[config.mk]
export PLATFORM = sky130hd
export DESIGN_NAME = cla_addsub_pipe_flat
export DESIGN_NICKNAME = d
export VERILOG_FILES = /design/src/rtl/cla_addsub_pipe_if.sv /design/src/rtl/cla_addsub_pipe.sv /design/src/flat_wrapper.sv
export SDC_FILE = /design/constraint.sdc
export NUM_CORES = 1
export LEC_CHECK = 0
export BUFFER_PORTS_ARGS = -buffer_cell sky130_fd_sc_hd__buf_2
export CAP_MARGIN = 20
export CELL_PAD_IN_SITES_DETAIL_PLACEMENT = 1
export CELL_PAD_IN_SITES_GLOBAL_PLACEMENT = 1
export CORE_AREA = 2 2 136 138
export DETAILED_ROUTE_END_ITERATION = 10
export DIE_AREA = 0 0 138 140
export PLACE_DENSITY_LB_ADDON = 0.1
export SETUP_SLACK_MARGIN = 0.05
export SYNTH_ARGS = -nofsm -noshare
export SYNTH_HDL_FRONTEND = slang
export SYNTH_SLANG_ARGS = --single-unit
export TNS_END_PERCENT = 100
[constraint.sdc]
create_clock -name clk -period 10.8 [get_ports clk]
set_input_delay 0.54 -clock clk [delete_from_list [all_inputs] [get_ports clk]]
set_output_delay 0.54 -clock clk [all_outputs]
set_load 0.03 [all_outputs]
[src/rtl/cla_addsub_pipe_if.sv]
// Operand/result stream bundle for the pipelined CLA add/sub unit.
// The unit itself connects through the slave modport; the producer/consumer connects through master.
interface cla_addsub_pipe_if #(
  parameter int unsigned DATA_WIDTH = 32
);
  logic                  in_valid;
  logic                  in_ready;
  logic [DATA_WIDTH-1:0] a;
  logic [DATA_WIDTH-1:0] b;
  logic                  cin;
  logic                  op;
  logic                  out_valid;
  logic                  out_ready;
  logic [DATA_WIDTH-1:0] sum;
  logic                  cout;
  logic                  ovf;
  logic                  zero;

  modport slave (
    input  in_valid, a, b, cin, op, out_ready,
    output in_ready, out_valid, sum, cout, ovf, zero
  );

  modport master (
    output in_valid, a, b, cin, op, out_ready,
    input  in_ready, out_valid, sum, cout, ovf, zero
  );
endinterface

[src/rtl/cla_addsub_pipe.sv]
// Pipelined carry-lookahead adder/subtractor: one BLK_WIDTH lookahead block per stage,
// carry registered between stages, valid/ready stream with full-pipeline stall.
module cla_addsub_pipe #(
  parameter int unsigned DATA_WIDTH = 32,
  parameter int unsigned BLK_WIDTH  = 8
) (
  input logic              clk,
  input logic              rst,
  cla_addsub_pipe_if.slave bus
);
  localparam int unsigned NUM_BLK = DATA_WIDTH / BLK_WIDTH;
  localparam int unsigned NUM_GRP = BLK_WIDTH / 4;

  // 4-bit lookahead groups; groups ripple on the group carry inside a block.
  function automatic logic [BLK_WIDTH:0] blk_add(input logic [BLK_WIDTH-1:0] x,
                                                  input logic [BLK_WIDTH-1:0] y,
                                                  input logic                 c0);
    logic [BLK_WIDTH-1:0] g, p, s;
    logic [3:0]           gg, pp, cc;
    logic                 gc, grp_g, grp_p;
    g  = x & y;
    p  = x ^ y;
    s  = '0;
    gc = c0;
    for (int unsigned j = 0; j < NUM_GRP; j++) begin
      gg    = g[4*j +: 4];
      pp    = p[4*j +: 4];
      cc[0] = gc;
      cc[1] = gg[0] | (pp[0] & gc);
      cc[2] = gg[1] | (pp[1] & gg[0]) | (pp[1] & pp[0] & gc);
      cc[3] = gg[2] | (pp[2] & gg[1]) | (pp[2] & pp[1] & gg[0]) | (pp[2] & pp[1] & pp[0] & gc);
      grp_g = gg[3] | (pp[3] & gg[2]) | (pp[3] & pp[2] & gg[1]) | (pp[3] & pp[2] & pp[1] & gg[0]);
      grp_p = &pp;
      s[4*j +: 4] = pp ^ cc;
      gc = grp_g | (grp_p & gc);
    end
    return {gc, s};
  endfunction

  logic [DATA_WIDTH-1:0] a_q [NUM_BLK];
  logic [DATA_WIDTH-1:0] a_d [NUM_BLK];
  logic [DATA_WIDTH-1:0] b_q [NUM_BLK];
  logic [DATA_WIDTH-1:0] b_d [NUM_BLK];
  logic [DATA_WIDTH-1:0] s_q [NUM_BLK];
  logic [DATA_WIDTH-1:0] s_d [NUM_BLK];
  logic                  c_q [NUM_BLK];
  logic                  c_d [NUM_BLK];
  logic                  v_q [NUM_BLK];
  logic                  v_d [NUM_BLK];
  logic                  ovf_q, ovf_d, zero_q, zero_d;
  logic                  stall;

  logic [DATA_WIDTH-1:0] ain, bin, sin;
  logic                  ci, vi;
  logic [BLK_WIDTH:0]    res;

  always_comb begin
    stall         = v_q[NUM_BLK-1] && !bus.out_ready;
    bus.in_ready  = !stall;
    bus.out_valid = v_q[NUM_BLK-1];
    bus.sum       = s_q[NUM_BLK-1];
    bus.cout      = c_q[NUM_BLK-1];
    bus.ovf       = ovf_q;
    bus.zero      = zero_q;
  end

  // Stage k operates on the values feeding its register; after each block the
  // working variables are reloaded from stage k's register to feed stage k+1.
  always_comb begin
    ain    = bus.a;
    bin    = bus.b ^ {DATA_WIDTH{bus.op}};
    ci     = bus.cin ^ bus.op;
    sin    = '0;
    vi     = bus.in_valid && !stall;
    res    = '0;
    ovf_d  = 1'b0;
    zero_d = 1'b0;
    for (int unsigned k = 0; k < NUM_BLK; k++) begin
      res = blk_add(ain[k*BLK_WIDTH +: BLK_WIDTH], bin[k*BLK_WIDTH +: BLK_WIDTH], ci);
      sin[k*BLK_WIDTH +: BLK_WIDTH] = res[BLK_WIDTH-1:0];
      a_d[k] = ain;
      b_d[k] = bin;
      s_d[k] = sin;
      c_d[k] = res[BLK_WIDTH];
      v_d[k] = vi;
      ovf_d  = (ain[DATA_WIDTH-1] == bin[DATA_WIDTH-1]) && (sin[DATA_WIDTH-1] != ain[DATA_WIDTH-1]);
      zero_d = (sin == '0);
      ain    = a_q[k];
      bin    = b_q[k];
      sin    = s_q[k];
      ci     = c_q[k];
      vi     = v_q[k];
    end
  end

  always_ff @(posedge clk or posedge rst) begin
    if (rst) begin
      for (int unsigned k = 0; k < NUM_BLK; k++) begin
        a_q[k] <= '0;
        b_q[k] <= '0;
        s_q[k] <= '0;
        c_q[k] <= 1'b0;
        v_q[k] <= 1'b0;
      end
      ovf_q  <= 1'b0;
      zero_q <= 1'b0;
    end else if (!stall) begin
      for (int unsigned k = 0; k < NUM_BLK; k++) begin
        a_q[k] <= a_d[k];
        b_q[k] <= b_d[k];
        s_q[k] <= s_d[k];
        c_q[k] <= c_d[k];
        v_q[k] <= v_d[k];
      end
      ovf_q  <= ovf_d;
      zero_q <= zero_d;
    end
  end
endmodule

[src/flat_wrapper.sv]
// flat-port wrapper written by rule: the top's interface ports become plain ports
module cla_addsub_pipe_flat 
#(
  parameter int unsigned DATA_WIDTH = 32,
  parameter int unsigned BLK_WIDTH  = 8
)
  (clk, rst, bus_in_valid, bus_a, bus_b, bus_cin, bus_op, bus_out_ready, bus_in_ready, bus_out_valid, bus_sum, bus_cout, bus_ovf, bus_zero);
  cla_addsub_pipe_if #(.DATA_WIDTH(DATA_WIDTH)) bus_i ();
  input logic clk;
  input logic rst;
  input wire logic [$bits(bus_i.in_valid)-1:0] bus_in_valid;
  input wire logic [$bits(bus_i.a)-1:0] bus_a;
  input wire logic [$bits(bus_i.b)-1:0] bus_b;
  input wire logic [$bits(bus_i.cin)-1:0] bus_cin;
  input wire logic [$bits(bus_i.op)-1:0] bus_op;
  input wire logic [$bits(bus_i.out_ready)-1:0] bus_out_ready;
  output wire logic [$bits(bus_i.in_ready)-1:0] bus_in_ready;
  output wire logic [$bits(bus_i.out_valid)-1:0] bus_out_valid;
  output wire logic [$bits(bus_i.sum)-1:0] bus_sum;
  output wire logic [$bits(bus_i.cout)-1:0] bus_cout;
  output wire logic [$bits(bus_i.ovf)-1:0] bus_ovf;
  output wire logic [$bits(bus_i.zero)-1:0] bus_zero;
  assign bus_i.in_valid = bus_in_valid;
  assign bus_i.a = bus_a;
  assign bus_i.b = bus_b;
  assign bus_i.cin = bus_cin;
  assign bus_i.op = bus_op;
  assign bus_i.out_ready = bus_out_ready;
  assign bus_in_ready = bus_i.in_ready;
  assign bus_out_valid = bus_i.out_valid;
  assign bus_sum = bus_i.sum;
  assign bus_cout = bus_i.cout;
  assign bus_ovf = bus_i.ovf;
  assign bus_zero = bus_i.zero;
  cla_addsub_pipe #(.DATA_WIDTH(DATA_WIDTH), .BLK_WIDTH(BLK_WIDTH)) u_core (.clk(clk), .rst(rst), .bus(bus_i));
endmodule
Word level (Yosys, flattened, before mapping). Cells that the tools add are included.

Shifts and indexed selects: 0. Reduce and logical (&&, ||, !) cells: 14. Add/subtract/negate cells: 0. Div/mod/pow operators: 0. Muxes and demuxes: 0. Bitwise gates (word level): 218. Order comparisons: 0. Equality and inequality tests: 2. Multiply operators: 0.

Operators by type and width (count): $and A1 B1 Y1 (120); $or A1 B1 Y1 (80); $and A8 B8 Y8 (4); $logic_not A32 Y1 (1); $reduce_and A4 Y1 (8); $xor A32 B32 Y32 (1); $xor A4 B4 Y4 (8); $xor A8 B8 Y8 (4); $logic_and A1 B1 Y1 (3); $logic_not A1 Y1 (2); $eq A1 B1 Y1 (1); $ne A1 B1 Y1 (1); $xor A1 B1 Y1 (1).

Bits in latches: 0. Input bits: 70. Memories: 0. Register bits after elaboration: 282. Bits in read-only memories: 0. Memory bits (writable): 0.

Depth between registers and ports, before layout.
Depth in word-level cells: 11. Depth in mapped cells: 11. Mapped depth without buffers: 11.

Worst setup path after synthesis. No wires, ideal clock.

Path kind: register -> register. From: reg u_core.b_q, in the netlist u_core.b_d[24]. To: reg u_core.zero_q (netlist: u_core.bus.zero). Data required time: 10734 ps. Data arrival time: 2754 ps. Clock period less this slack: 2821 ps. Cell stages (with the launch flop): 12. Slack: 7979 ps. Buffers on the path: 0. Path through: dfrtp_1 ha_1 a211oi_2 nor3b_2 o21ai_0 nand2b_1 fa_1 nor4_1 and4_1 nand4_1 a2111oi_4 a22o_1.

Elaborated cells on any way between the ends: 28.

RTL lines: start, declared (RTL line cla_addsub_pipe.sv:42) `logic [DATA_WIDTH-1:0] b_q [NUM_BLK];`; start signal, assigned by index (RTL line cla_addsub_pipe.sv:110) `b_q[k] <= b_d[k];`; $xor A8 B8 Y8 / $and A8 B8 Y8 (equally long branches) (RTL line cla_addsub_pipe.sv:22, cla_addsub_pipe.sv:21); $reduce_and A4 Y1 / $and A1 B1 Y1 (equally long branches) (RTL line cla_addsub_pipe.sv:33, cla_addsub_pipe.sv:32); $and A1 B1 Y1 / $or A1 B1 Y1 (equally long branches) (RTL line cla_addsub_pipe.sv:35, cla_addsub_pipe.sv:32); $or A1 B1 Y1 * (RTL line cla_addsub_pipe.sv:35) `gc = grp_g | (grp_p & gc);`; $xor A4 B4 Y4 * (RTL line cla_addsub_pipe.sv:34) `s[4*j +: 4] = pp ^ cc;`; named net u_core.res[4] (RTL line cla_addsub_pipe.sv:55) `logic [BLK_WIDTH:0] res;`; $logic_not A32 Y1 * (RTL line cla_addsub_pipe.sv:87) `zero_d = (sin == '0);`; end signal, assigned (RTL line cla_addsub_pipe.sv:116) `zero_q <= zero_d;`; end, declared (RTL line cla_addsub_pipe.sv:50) `logic ovf_q, ovf_d, zero_q, zero_d;`.

Mark *: on every way through the listed nets, which the timed path passes. The rest lies on a longest branch. A chain may end at the register's enable or synchronous reset.

Final worst setup path. Same ends and word-level chain as after synthesis.

==> metrics.md <==
| Metric | Value |
|---|---|
| First-pass GRT wire length | 32000 um |
| Post-Synthesis Cells | between 900 and 1000 |
| Post-Synthesis Cell Area | around 8400 um2 |
| Die H | 140 um |
| Reg clk slew, reported paths | about 60 ps |
| Share of cells above drive strength 1 | 14.0% |
| Die footprint | just under 20000 um2 |
| Period Utilization, post-route | 29.9% |
| Largest net degree at the start of global routing | between 150 and 200 |
| Drt first pass iters | 4 |
| Post-synth ARST share | 100% |
| Iter 0 DRT Violations | about 280 |
| Post-cts resize count | 0 |
| Routed WL per cell | between 15 and 20 um |
| Register Area | between 4000 and 5000 um2 |
| Post-layout util | 54.3% |
| CP cell instances | ha_1, a211oi_2, nor3b_2, o21ai_0, nand2b_1, fa_1, nor4_1, and4_1, nand4_1, a2111oi_4, a22o_1 |
| CP endpoint kind | flip-flop |
| All-Layer GR Usage | between 20% and 30% |
| Worst-Margin Slew | just under 1000 ps |
| Leakage | slightly below 0.005 uW |
| Top cells by area, synth | dfrtp_1 (55%), nand2_1 (18%), ha_1 (4.8%), xnor2_1 (3.0%), o21ai_0 (2.8%) |
| Startpoint types | flip-flop |
| Worst path slowest cell | fa_1 |
| Hpwl dp | approximately 12000 um |
| Critical Path AT | ~3600 ps |
| Clock Tree Buf Depth | 2 |
| Vias | just over 6000 |
| Yosys warning count | 0 |
| Worst endpoint required time | around 11000 ps |
| Antenna violations before repair | 0 |
| RSZ-0062 raised after global routing | no |
| Htree depth | 4 |
| Max frequency | around 310 MHz |
| Post-CTS Setup Repair Bufs | 0 |
| Clock network latency to the later pin of the worst-skew pair | 420 ps |
| Type of the most critical hold path | primary input to asynchronous set/reset pin |
| Biggest area consumer among synthesized cells | dfrtp_1 |
| Multi-input logic area | roughly 3500 um2 |
| CP Max Fanout | 5 |
| Setup TNS Final | 0 ps |
| Num ports | ~110 |
| Post-DR vias/cell | ~5.0 |
| Final setup margin | 7570 ps |
| Rel. slew slack | 35.6% |
| CTS tree | built |
| Vias in the first global route | 6590 |
| Net count after synthesis | just over 1000 |
| Grt ovf | 0 |
| Die Wd | roughly 140 um |
| Post-synth EDFFs | 0 |
| ANT nets after route | 0 |
| Slew Limit Fails | 0 |
| Residual DRC | 0 |
| Worst Skew | just over 7 ps |
| Maximum vdd ir drop | between 150 and 200 uV |
| Hold Buf Count CTS | 0 |
| Filler Cell Count | approximately 2100 |
| Initial Util | 47.2% |
| Post-synth top area share | roughly 55% |
| Pre-CTS setup slack | ~7600 ps |
| Syn_area_per_cell | ~9 um2 |
| Maxcap violations | 0 |
| PwrDens | 309 nW/um2 |
| PortBufs | 106 |
| Max incr delay on CP | 510 ps |
| CTS Buf Count | 17 |
| Num rows | 49 |
| Fin. Hold Viols | 0 |
| Critical setup path kind | flip-flop to flip-flop |
| Final setup fails | 0 |
| Seq cells post-synth | approximately 190 |
| Final hold slack | about 230 ps |
| GPL Wtd Cong | 0.822 |
| Clk sinks | 186 |
| Register area share after synthesis | about 55% |
| Routed WL | approximately 19000 um |
| Fin crit period | between 3000 and 4000 ps |
| Antenna Cells | 0 |
| Status | completed |
| Ys flop type | dfrtp_1 |
| Count of different cell masters after synthesis | 37 |
| CTS root buf | clkbuf_16 |
| Synthesis-to-layout area growth | 14.8% |
| Nets@finish | between 1000 and 1500 |
| FF-to-FF path depth | 11 |
| Core Box Area | around 18000 um2 |
==> where the power goes <==
| part | switching (uW) | internal [uW] |
|---|---|---|
| registers | 206 | 1010 |
| clock network | 242 | 368 |
| logic | 740 | 414 |
==> critical path, delay by kind of cell (launching register included) <==
| family | cells | cell delay (ps) |
|---|---|---|
| and+or+nand+nor | 5 | 810 |
| adders and majority gates | 2 | 820 |
| AOI/OAI and AO/OA | 4 | 1170 |
| DFF | 1 | 380 |
==> routing by layer <==
| metal | up-vias | global-route usage, % | part of all wire [%] |
|---|---|---|---|
| li1 | 3069 | - | - |
| met1 | 2996 | 26.4 | 46 |
| met2 | 73 | 35.5 | 50 |
| met3 | 17 | 3.42 | 2.4 |
| met4 | 0 | 6.12 | 1.3 |
| met5 | - | 0 | 0 |
==> synth_stat cells (2+ instances only) <==
| library cell | number |
|---|---|
| o21ai_0 | 47 |
| dfrtp_1 | 186 |
| nor2_1 | 34 |
| inv_1 | 21 |
| o31ai_1 | 5 |
| nand2b_1 | 8 |
| xnor2_1 | 29 |
| nand2_1 | 408 |
| a31oi_1 | 3 |
| clkbuf_1 | 36 |
| buf_1 | 3 |
| fa_1 | 8 |
| a21o_1 | 3 |
| xor2_1 | 25 |
| a22oi_1 | 3 |
| ha_1 | 32 |
| buf_2 | 4 |
| a211oi_1 | 2 |
| a2111oi_0 | 6 |
| nor3_1 | 2 |
| buf_6 | 2 |
| a21oi_1 | 26 |
| nor4_1 | 7 |
==> flip-flops by register name, summed over array words and instances (netlist names) <==
register              flops
u_core.bus.ovf            1
u_core.a_d               48
u_core.bus.zero           1
u_core.bus.sum           32
u_core.c_q                3
u_core.bus.out_valid      1
u_core.v_d                3
u_core.bus.cout           1
u_core.s_d               48
u_core.b_d               48
==> layout make-up <==
type                            instances  share of cell area [%]
Clock inverter                          4                   0.986
Timing Repair Buffer                  110                    5.94
Tap cell                              229                    2.97
Sequential cell                       186                    48.2
Multi-Input combinational cell        662                    36.1
Clock buffer                           22                    4.81
Inverter                               21                   0.921
==> stage by stage <==
step	instances	total power, uW	area [um2]
2_1_floorplan	914	2030	8400
3_3_place_gp	1208	2330	9090
3_5_place_dp	1208	2380	9090
4_1_cts	1234	3020	9650
5_1_grt	1234	3230	9650
6_report	1234	2980	9650
==> path summary, 6_finish.rpt <==
path / startpoint / to / slack, ps
worst min-delay path: rst / u_core.bus.sum[8] / 230
min in group clk: bus_a[13] / u_core.a_d[77] / 310
max in group asynchronous: rst / u_core.b_d[73] / 9060
worst min register to register: u_core.bus.sum[8] / u_core.bus.sum[8] / 460
worst max register to register: u_core.b_d[24] / u_core.bus.zero / 7570
worst max-delay path: u_core.b_d[24] / u_core.bus.zero / 7570
==> cell families (layout without fill, tap and decap cells) <==
group	count (synthesis)	count (layout)	share of synthesized area, %
fa+ha+maj	40	40	6.67
buf+inv	66	157	3.19
flops	186	186	55.4
xor+xnor	54	54	5.63
simple gates	465	465	21.6
mux	1	1	0.134
compound gates	102	102	7.42
==> cell usage in the layout (no fill, tap or decap), types with 2 or more instances in the layout <==
master / n
a2111oi_0: 6
a211oi_1: 2
a21o_1: 3
a21oi_1: 26
a22oi_1: 3
a31oi_1: 3
buf_2: 106
buf_4: 3
bufinv_16: 3
clkbuf_1: 3
clkbuf_16: 17
clkbuf_8: 2
dfrtp_1: 186
fa_1: 8
ha_1: 32
inv_1: 19
nand2_1: 408
nand2b_1: 8
nor2_1: 34
nor3_1: 2
nor4_1: 7
o21ai_0: 47
o31ai_1: 5
xnor2_1: 29
xor2_1: 25
Power figures use the tool's default switching activity.
